$ cat src/rtl/mem_port_arbiter.sv
// rtl/mem_port_arbiter.sv - two-requester round-robin arbiter for the shared data-memory/IO port
//
// Purpose: port 0 (CPU datapath) and port 1 (loader/debug master) share one single-beat memory
// port. Each beat uses a req/gnt/ack handshake. Ties alternate between the two ports. Port 1 may
// lock the port for up to MAX_BURST consecutive beats.
//
// Ports:
//   i_clk, i_arst                      clock; asynchronous active-low reset
//   i_req0/i_we0/i_addr0/i_wdata0      port 0 request, write enable, address, write data
//   o_gnt0/o_ack0/o_rdata0/o_stall0    port 0 grant, completion pulse, read data, CPU freeze
//   i_req1/i_we1/i_addr1/i_wdata1      port 1 request, write enable, address, write data
//   i_lock1                            port 1 asks to keep ownership for a burst
//   o_gnt1/o_ack1/o_rdata1             port 1 grant, completion pulse, read data
//   o_mem_we/o_mem_addr/o_mem_wdata    memory side, driven from the current owner
//   i_mem_rdata                        combinational read data from memory
module mem_port_arbiter #(
    parameter int ADDR_W    = 32,
    parameter int DATA_W    = 32,
    parameter int MAX_BURST = 4
) (
    input  logic              i_clk,
    input  logic              i_arst,
    input  logic              i_req0,
    input  logic              i_we0,
    input  logic [ADDR_W-1:0] i_addr0,
    input  logic [DATA_W-1:0] i_wdata0,
    output logic              o_gnt0,
    output logic              o_ack0,
    output logic [DATA_W-1:0] o_rdata0,
    output logic              o_stall0,
    input  logic              i_req1,
    input  logic              i_we1,
    input  logic [ADDR_W-1:0] i_addr1,
    input  logic [DATA_W-1:0] i_wdata1,
    input  logic              i_lock1,
    output logic              o_gnt1,
    output logic              o_ack1,
    output logic [DATA_W-1:0] o_rdata1,
    output logic              o_mem_we,
    output logic [ADDR_W-1:0] o_mem_addr,
    output logic [DATA_W-1:0] o_mem_wdata,
    input  logic [DATA_W-1:0] i_mem_rdata
);

    typedef enum logic [1:0] {
        IDLE = 2'd0,
        OWN0 = 2'd1,
        OWN1 = 2'd2
    } state_t;

    localparam int CNT_W = (MAX_BURST > 1) ? $clog2(MAX_BURST) : 1;
    // burst_cnt counts the extra locked beats after the first one.
    localparam logic [CNT_W-1:0] BURST_LAST = CNT_W'(MAX_BURST - 1);

    state_t            state, state_n;
    logic              last_grant, last_grant_n;
    logic [CNT_W-1:0]  burst_cnt, burst_cnt_n;

    logic              owner_req;
    logic              owner_we;
    logic [ADDR_W-1:0] owner_addr;
    logic [DATA_W-1:0] owner_wdata;

    // Memory-side mux. It decodes from the state register so that an asynchronous reset drops
    // o_mem_we immediately.
    always_comb begin
        owner_req   = 1'b0;
        owner_we    = 1'b0;
        owner_addr  = '0;
        owner_wdata = '0;
        case (state)
            OWN0: begin
                owner_req   = i_req0;
                owner_we    = i_we0;
                owner_addr  = i_addr0;
                owner_wdata = i_wdata0;
            end
            OWN1: begin
                owner_req   = i_req1;
                owner_we    = i_we1;
                owner_addr  = i_addr1;
                owner_wdata = i_wdata1;
            end
            default: ;
        endcase
    end

    always_comb begin
        state_n      = IDLE;
        last_grant_n = last_grant;
        burst_cnt_n  = '0;
        if (state == OWN1 && i_lock1 && i_req1 && burst_cnt < BURST_LAST) begin
            state_n     = OWN1;
            burst_cnt_n = burst_cnt + 1'b1;
        end else if (i_req0 && i_req1) begin
            state_n = last_grant ? OWN0 : OWN1;
        end else if (i_req0) begin
            state_n = OWN0;
        end else if (i_req1) begin
            state_n = OWN1;
        end
        if (state_n == OWN0) begin
            last_grant_n = 1'b0;
        end else if (state_n == OWN1) begin
            last_grant_n = 1'b1;
        end
    end

    always_ff @(posedge i_clk or negedge i_arst) begin
        if (!i_arst) begin
            state      <= IDLE;
            last_grant <= 1'b1;
            burst_cnt  <= '0;
            o_ack0     <= 1'b0;
            o_ack1     <= 1'b0;
            o_rdata0   <= '0;
            o_rdata1   <= '0;
        end else begin
            state      <= state_n;
            last_grant <= last_grant_n;
            burst_cnt  <= burst_cnt_n;
            // A beat completes only if the owner still requests at the end of its grant cycle.
            o_ack0     <= (state == OWN0) && i_req0;
            o_ack1     <= (state == OWN1) && i_req1;
            if (state == OWN0 && i_req0 && !i_we0) begin
                o_rdata0 <= i_mem_rdata;
            end
            if (state == OWN1 && i_req1 && !i_we1) begin
                o_rdata1 <= i_mem_rdata;
            end
        end
    end

    assign o_gnt0      = (state == OWN0);
    assign o_gnt1      = (state == OWN1);
    assign o_stall0    = i_req0 & ~o_gnt0;
    assign o_mem_we    = owner_we & owner_req;
    assign o_mem_addr  = owner_addr;
    assign o_mem_wdata = owner_wdata;

endmodule

$ cat config.mk
export PLATFORM = sky130hd
export DESIGN_NAME = mem_port_arbiter
export DESIGN_NICKNAME = d
export VERILOG_FILES = /design/src/rtl/mem_port_arbiter.sv
export SDC_FILE = /design/constraint.sdc
export NUM_CORES = 1
export LEC_CHECK = 0
export BUFFER_PORTS_ARGS = -buffer_cell sky130_fd_sc_hd__buf_2
export CAP_MARGIN = 10
export CORE_AREA = 4 4 113 115
export DETAILED_ROUTE_END_ITERATION = 7
export DIE_AREA = 0 0 117 119
export PLACE_DENSITY = 0.79
export SLEW_MARGIN = 10
export SYNTH_ARGS = -nofsm -noshare
export SYNTH_HDL_FRONTEND = slang
export SYNTH_SLANG_ARGS = --single-unit
$ cat constraint.sdc
create_clock -name i_clk -period 1.8 [get_ports i_clk]
set_input_delay 0.36 -clock i_clk [delete_from_list [all_inputs] [get_ports i_clk]]
set_output_delay 0.36 -clock i_clk [all_outputs]
set_load 0.05 [all_outputs]
; After elaboration in Yosys (flattened, before gate mapping)
; Cells that the tools add are included.
[totals]
register_bits = 71
output_inout_bits = 134
in_bits = 167
[classes]
add_sub_neg = 1
n_eq_ne = 4
n_mux = 12
magnitude_cmp = 1
n_reduce_logical = 11
bitwise_logic = 3
[op_table]
columns = cell, count
row1 = one-hot mux 32 bit (2 select lines), 2
row2 = 2-to-1 mux 2 bit, 6
row3 = logical AND 1 bit, 8
row4 = "equality test 2 x 1 -> 1 bit, second input constant", 2
row5 = "equality test 2 bit, second input constant", 2
row6 = one-hot mux 1 bit (2 select lines), 2
row7 = "adder 2 x 1 -> 2 bit, second input constant", 1
row8 = AND 1 bit, 2
row9 = zero test 1 bit, 2
row10 = "< comparator 2 bit, second input constant", 1
row11 = 2-to-1 mux 1 bit, 2
row12 = nonzero test 2 bit, 1
row13 = NOT 1 bit, 1

; Depth between registers and ports, before layout
[depth]
word_depth = 8
depth_mapped = 9

; Worst setup path before layout
; OpenSTA, ideal clock, no wires.
[synth_timing]
path_kind = reg2out
startpoint = reg state[1]
endpoint = out o_mem_we
setup_slack_ns = -1.056
arrival_ns = 2.496
path_stages_with_launch = 7
n_path_buf = 2
cell_sequence = dfrtp_1 inv_1 ha_1 buf_2 buf_2 a22oi_1 nor3_1
[synth_between]
elab_chain_cells = 3
elab_cells_between_ends = 5
classes_between = 2 x eq/ne / 2 x mux / 1 x bitwise
[synth_rtl]
columns = item, line
row1 = start: declaration, 55  ; state_t state, state_n;
row2 = start signal: assignment, 119  ; state <= state_n;
row3 = equality test 2 x 1 -> 1 bit (*), --
row4 = via o_gnt0, 27  ; output logic o_gnt0,
row5 = one-hot mux 1 bit (2 select lines), 71  ; case (state)
row6 = AND 1 bit (*), 137  ; assign o_mem_we = owner_we & owner_req;
row7 = end: declaration, 39  ; output logic o_mem_we,
; Mark *: on every way through the listed nets, which the timed path passes. The rest lies on a longest branch.

; Final worst setup path
[layout_timing]
startpoint = reg state[0]
endpoint = out o_mem_wdata[21]
[layout_between]
elab_chain_cells = 2
elab_cells_between_ends = 3
classes_between = 2 x eq/ne / 1 x mux
[layout_rtl]
columns = item, line
row1 = equality test 2 bit or equality test 2 x 1 -> 1 bit (tied branches), 71
row2 = one-hot mux 32 bit (2 select lines) (*), 71
row3 = end: declaration, 41  ; output logic [DATA_W-1:0] o_mem_wdata,
; Every way passes the cells marked *; elsewhere a longest branch is shown, timed or not.

==> flow_summary.json <==
{
  "cts_buffer_depth": 2,
  "die-width_um": 117,
  "tmin_final_ns": 2.09,
  "fmax_mhz": 479,
  "placement.io_buffers": 300,
  "worstMarginPinSlew_ns": 0.366,
  "total_power_mw": 13.0,
  "timing.critical_path.cells": "inv_2 > ha_4 > buf_6 > buf_12 > buf_16 > nor2_4 > buf_6",
  "final_ant_viol_nets": 0,
  "detailed_place_hpwl_um": 11500,
  "total_leakage_power_nw": 3.58,
  "yosysWarningCount": 0,
  "critical_path.slowest_cell": "dfrtp_1",
  "wl_met2_um": 9370,
  "dr.first_iter.drc_count": 284,
  "count_of_vias_placed_by_the_detailed_router": 4089,
  "unrepaired_setup_endpoints_after_global_routing": "true",
  "placer_congestion_estimate": 0.884,
  "cts.sink_count": 71,
  "critPathTopFamily": "buffers and inverters",
  "ys.flop_type": "dfrtp_1",
  "timing.setup.tns_ns": -15.18,
  "syn_to_final_growth_pct": 106,
  "crit_path_end_kind": "primary output",
  "post_synth.cell_area_avg_um2": 11.6,
  "detail_route.first_pass.iterations": 4,
  "outcome": "finished, violations left",
  "met3_routed_wirelength_um": 1350,
  "grt_antenna_before_repair": 1,
  "ctsHtreeMaxLevel": 3,
  "critPathRequiredTime_ns": 1.44,
  "finalMaxSlewViolations": 0,
  "drive_above_1_share": 0.863,
  "cts_made_buffers": 9,
  "per_cell_via_count_in_the_routed_design": 5.12,
  "synth_seq_cells": 71,
  "worst_clock_skew_ns": 0.00425,
  "finalSetupViolations": 67,
  "ys_async_sr_fraction": 1.00,
  "start_kind": "flop",
  "global_route.usage.total": 0.204,
  "m1WireLength_um": 5730,
  "via_count_of_the_first_global_routing_pass": 4172,
  "synth.cells.most_frequent": "dfrtp_1 (70), a22oi_1 (66), nor2_1 (65)",
  "initial_utilization": 0.314,
  "synth.cell_area_um2": 3710,
  "max_fanout_on_critical_path": 5,
  "netlist.area_leader.share": 0.472,
  "synthesis.nets": 490,
  "cp_data_arrival_time_ns": 1.73,
  "die_h_um": 119,
  "synth-edff-count": 0,
  "cts.clk_slew.worst_paths_ns": 0.06,
  "violations": "negative setup slack",
  "cpPeakStageDelay_ns": 0.40,
  "timing.final.crit_share": 1.16,
  "first_pass_grt_wire_length_um": 22100,
  "critical_path_buf_inv_count": 5,
  "rel_slew_slack": 0.756,
  "cts.root.buffer_cell": "clkbuf_16",
  "post_synth_num_cell_types": 24,
  "yosysMostFrequentCell": "dfrtp_1",
  "pin_count_of_the_biggest_net_entering_global_routing": 72,
  "maxCapViolCount": 0,
  "cts_tree": "yes",
  "synth_top_cells_by_area": "dfrtp_1 (47%), a22oi_1 (13%), mux2_4 (12%)",
  "finalHoldViolations": 0,
  "vdd_ir_drop_max_v": 0.00148,
  "holdCritPathClass": "primary input to async pin",
  "routedWlPerCell_um": 21.4,
  "number_of_rows_in_the_core_area": 40,
  "dp_worst_setup_slack_ns": -0.0795,
  "detail_route.wirelength_um": 17100,
  "highest_layer": "met4",
  "insertion_delay_ns": 0.32,
  "worst_slack_setup_final_ns": -0.290,
  "num-nets-final": 815,
  "cts-hold-fix-buffers": 0,
  "synthesis.instances": 319,
  "setup.worst_path.class": "flop to primary output",
  "top_level_ports": 301,
  "drcViolationCount": 0,
  "power_density_relative_to_cell_area_nw_per_um2": 1700,
  "coreArea_um2": 11800,
  "grt_overflow_total": 0,
  "yosysTopAreaCell": "dfrtp_1",
  "path_common_cell": "buf_6",
  "yosysSeqAreaShare": 0.479,
  "die-area_um2": 13900
}
power by group:
group | switching [mW] | internal (mW) | total (mW)
combinational | 5.50 | 3.02 | 8.52
clock | 0.622 | 1.19 | 1.81
sequential | 0.390 | 2.30 | 2.69
worst paths after layout:
path	from	end	slack, ns	depth (start not counted)
min in group i_clk	i_mem_rdata[6]	o_rdata1[6]$_DFFE_PN0P_	0.28	2
worst min register to register	burst_cnt[0]$_DFF_PN0_	burst_cnt[0]$_DFF_PN0_	0.45	1
worst max register to register	state[1]$_DFF_PN0_	o_rdata0[9]$_DFFE_PN0P_	0.04	6
worst min-delay path	i_arst	o_rdata1[6]$_DFFE_PN0P_	0.07	2
max in group asynchronous	i_arst	last_grant$_DFFE_PN1P_	1.41	2
worst max-delay path	state[0]$_DFF_PN0_	o_mem_wdata[21]	-0.29	7
final cells by class:
cell class / instances / area (um^2)
well taps: 147 / 184
fillers: 867 / 4170
flip-flops and latches: 71 / 1780
clock buffers: 14 / 274
multi-input cells: 216 / 2600
diodes: 2 / 5.00
clock inverters: 2 / 37.5
repair buffers: 344 / 2760
inverters: 2 / 7.51
metrics by stage:
stage	utilization	cell area, um^2	hold slack [ns]	cells
after global placement	0.516	6090	0.406	756
after global routing	0.647	7640	0.0836	797
after CTS	0.597	7050	0.0769	782
final	0.647	7640	0.0653	798
after detailed placement	0.516	6090	0.425	756
after floorplan	-	4400	0.0644	319
what timing repair did:
action | in CTS | in global routing
buffers inserted | 6 | 10
endpoints found under the setup margin | 88 | 95
gates resized for setup | 140 | 98
pin swaps | 16 | 21
cloned | 4 | 5
registers in the layout (all words and copies together), names as in the netlist:
signal / cells
burst_cnt: 2
o_rdata1: 32
o_rdata0: 32
state: 2
o_ack1: 1
last_grant: 1
o_ack0: 1
layout by cell type (no fill, tap or decap), types with 3 or more instances in the layout:
| cell type | Yosys | final |
|---|---|---|
| buf_16 | 0 | 5 |
| mux2_2 | 34 | 34 |
| mux2_4 | 30 | 30 |
| dfrtp_1 | 70 | 70 |
| and3_1 | 3 | 3 |
| a22oi_2 | 0 | 64 |
| nor2_4 | 0 | 64 |
| buf_6 | 6 | 36 |
| buf_8 | 0 | 33 |
| buf_4 | 0 | 18 |
| clkbuf_8 | 0 | 3 |
| buf_12 | 0 | 16 |
| buf_2 | 8 | 232 |
| clkbuf_16 | 0 | 13 |
cell families (layout without fill, tap and decap cells):
family / Yosys count / after routing / synth area share
simple gates: 79 / 79 / 0.0965
flops: 71 / 71 / 0.479
compound gates: 69 / 69 / 0.138
mux: 64 / 64 / 0.225
buf+inv: 32 / 362 / 0.0476
fa+ha+maj: 4 / 4 / 0.0135
other cells: 0 / 2 / 0
metal layers:
metal | up-vias | global-route usage
li1 | 1813 | -
met1 | 2006 | 0.217
met2 | 221 | 0.379
met3 | 49 | 0.0584
met4 | 0 | 0.0624
met5 | - | 0
(Power assumes the default switching activity.)
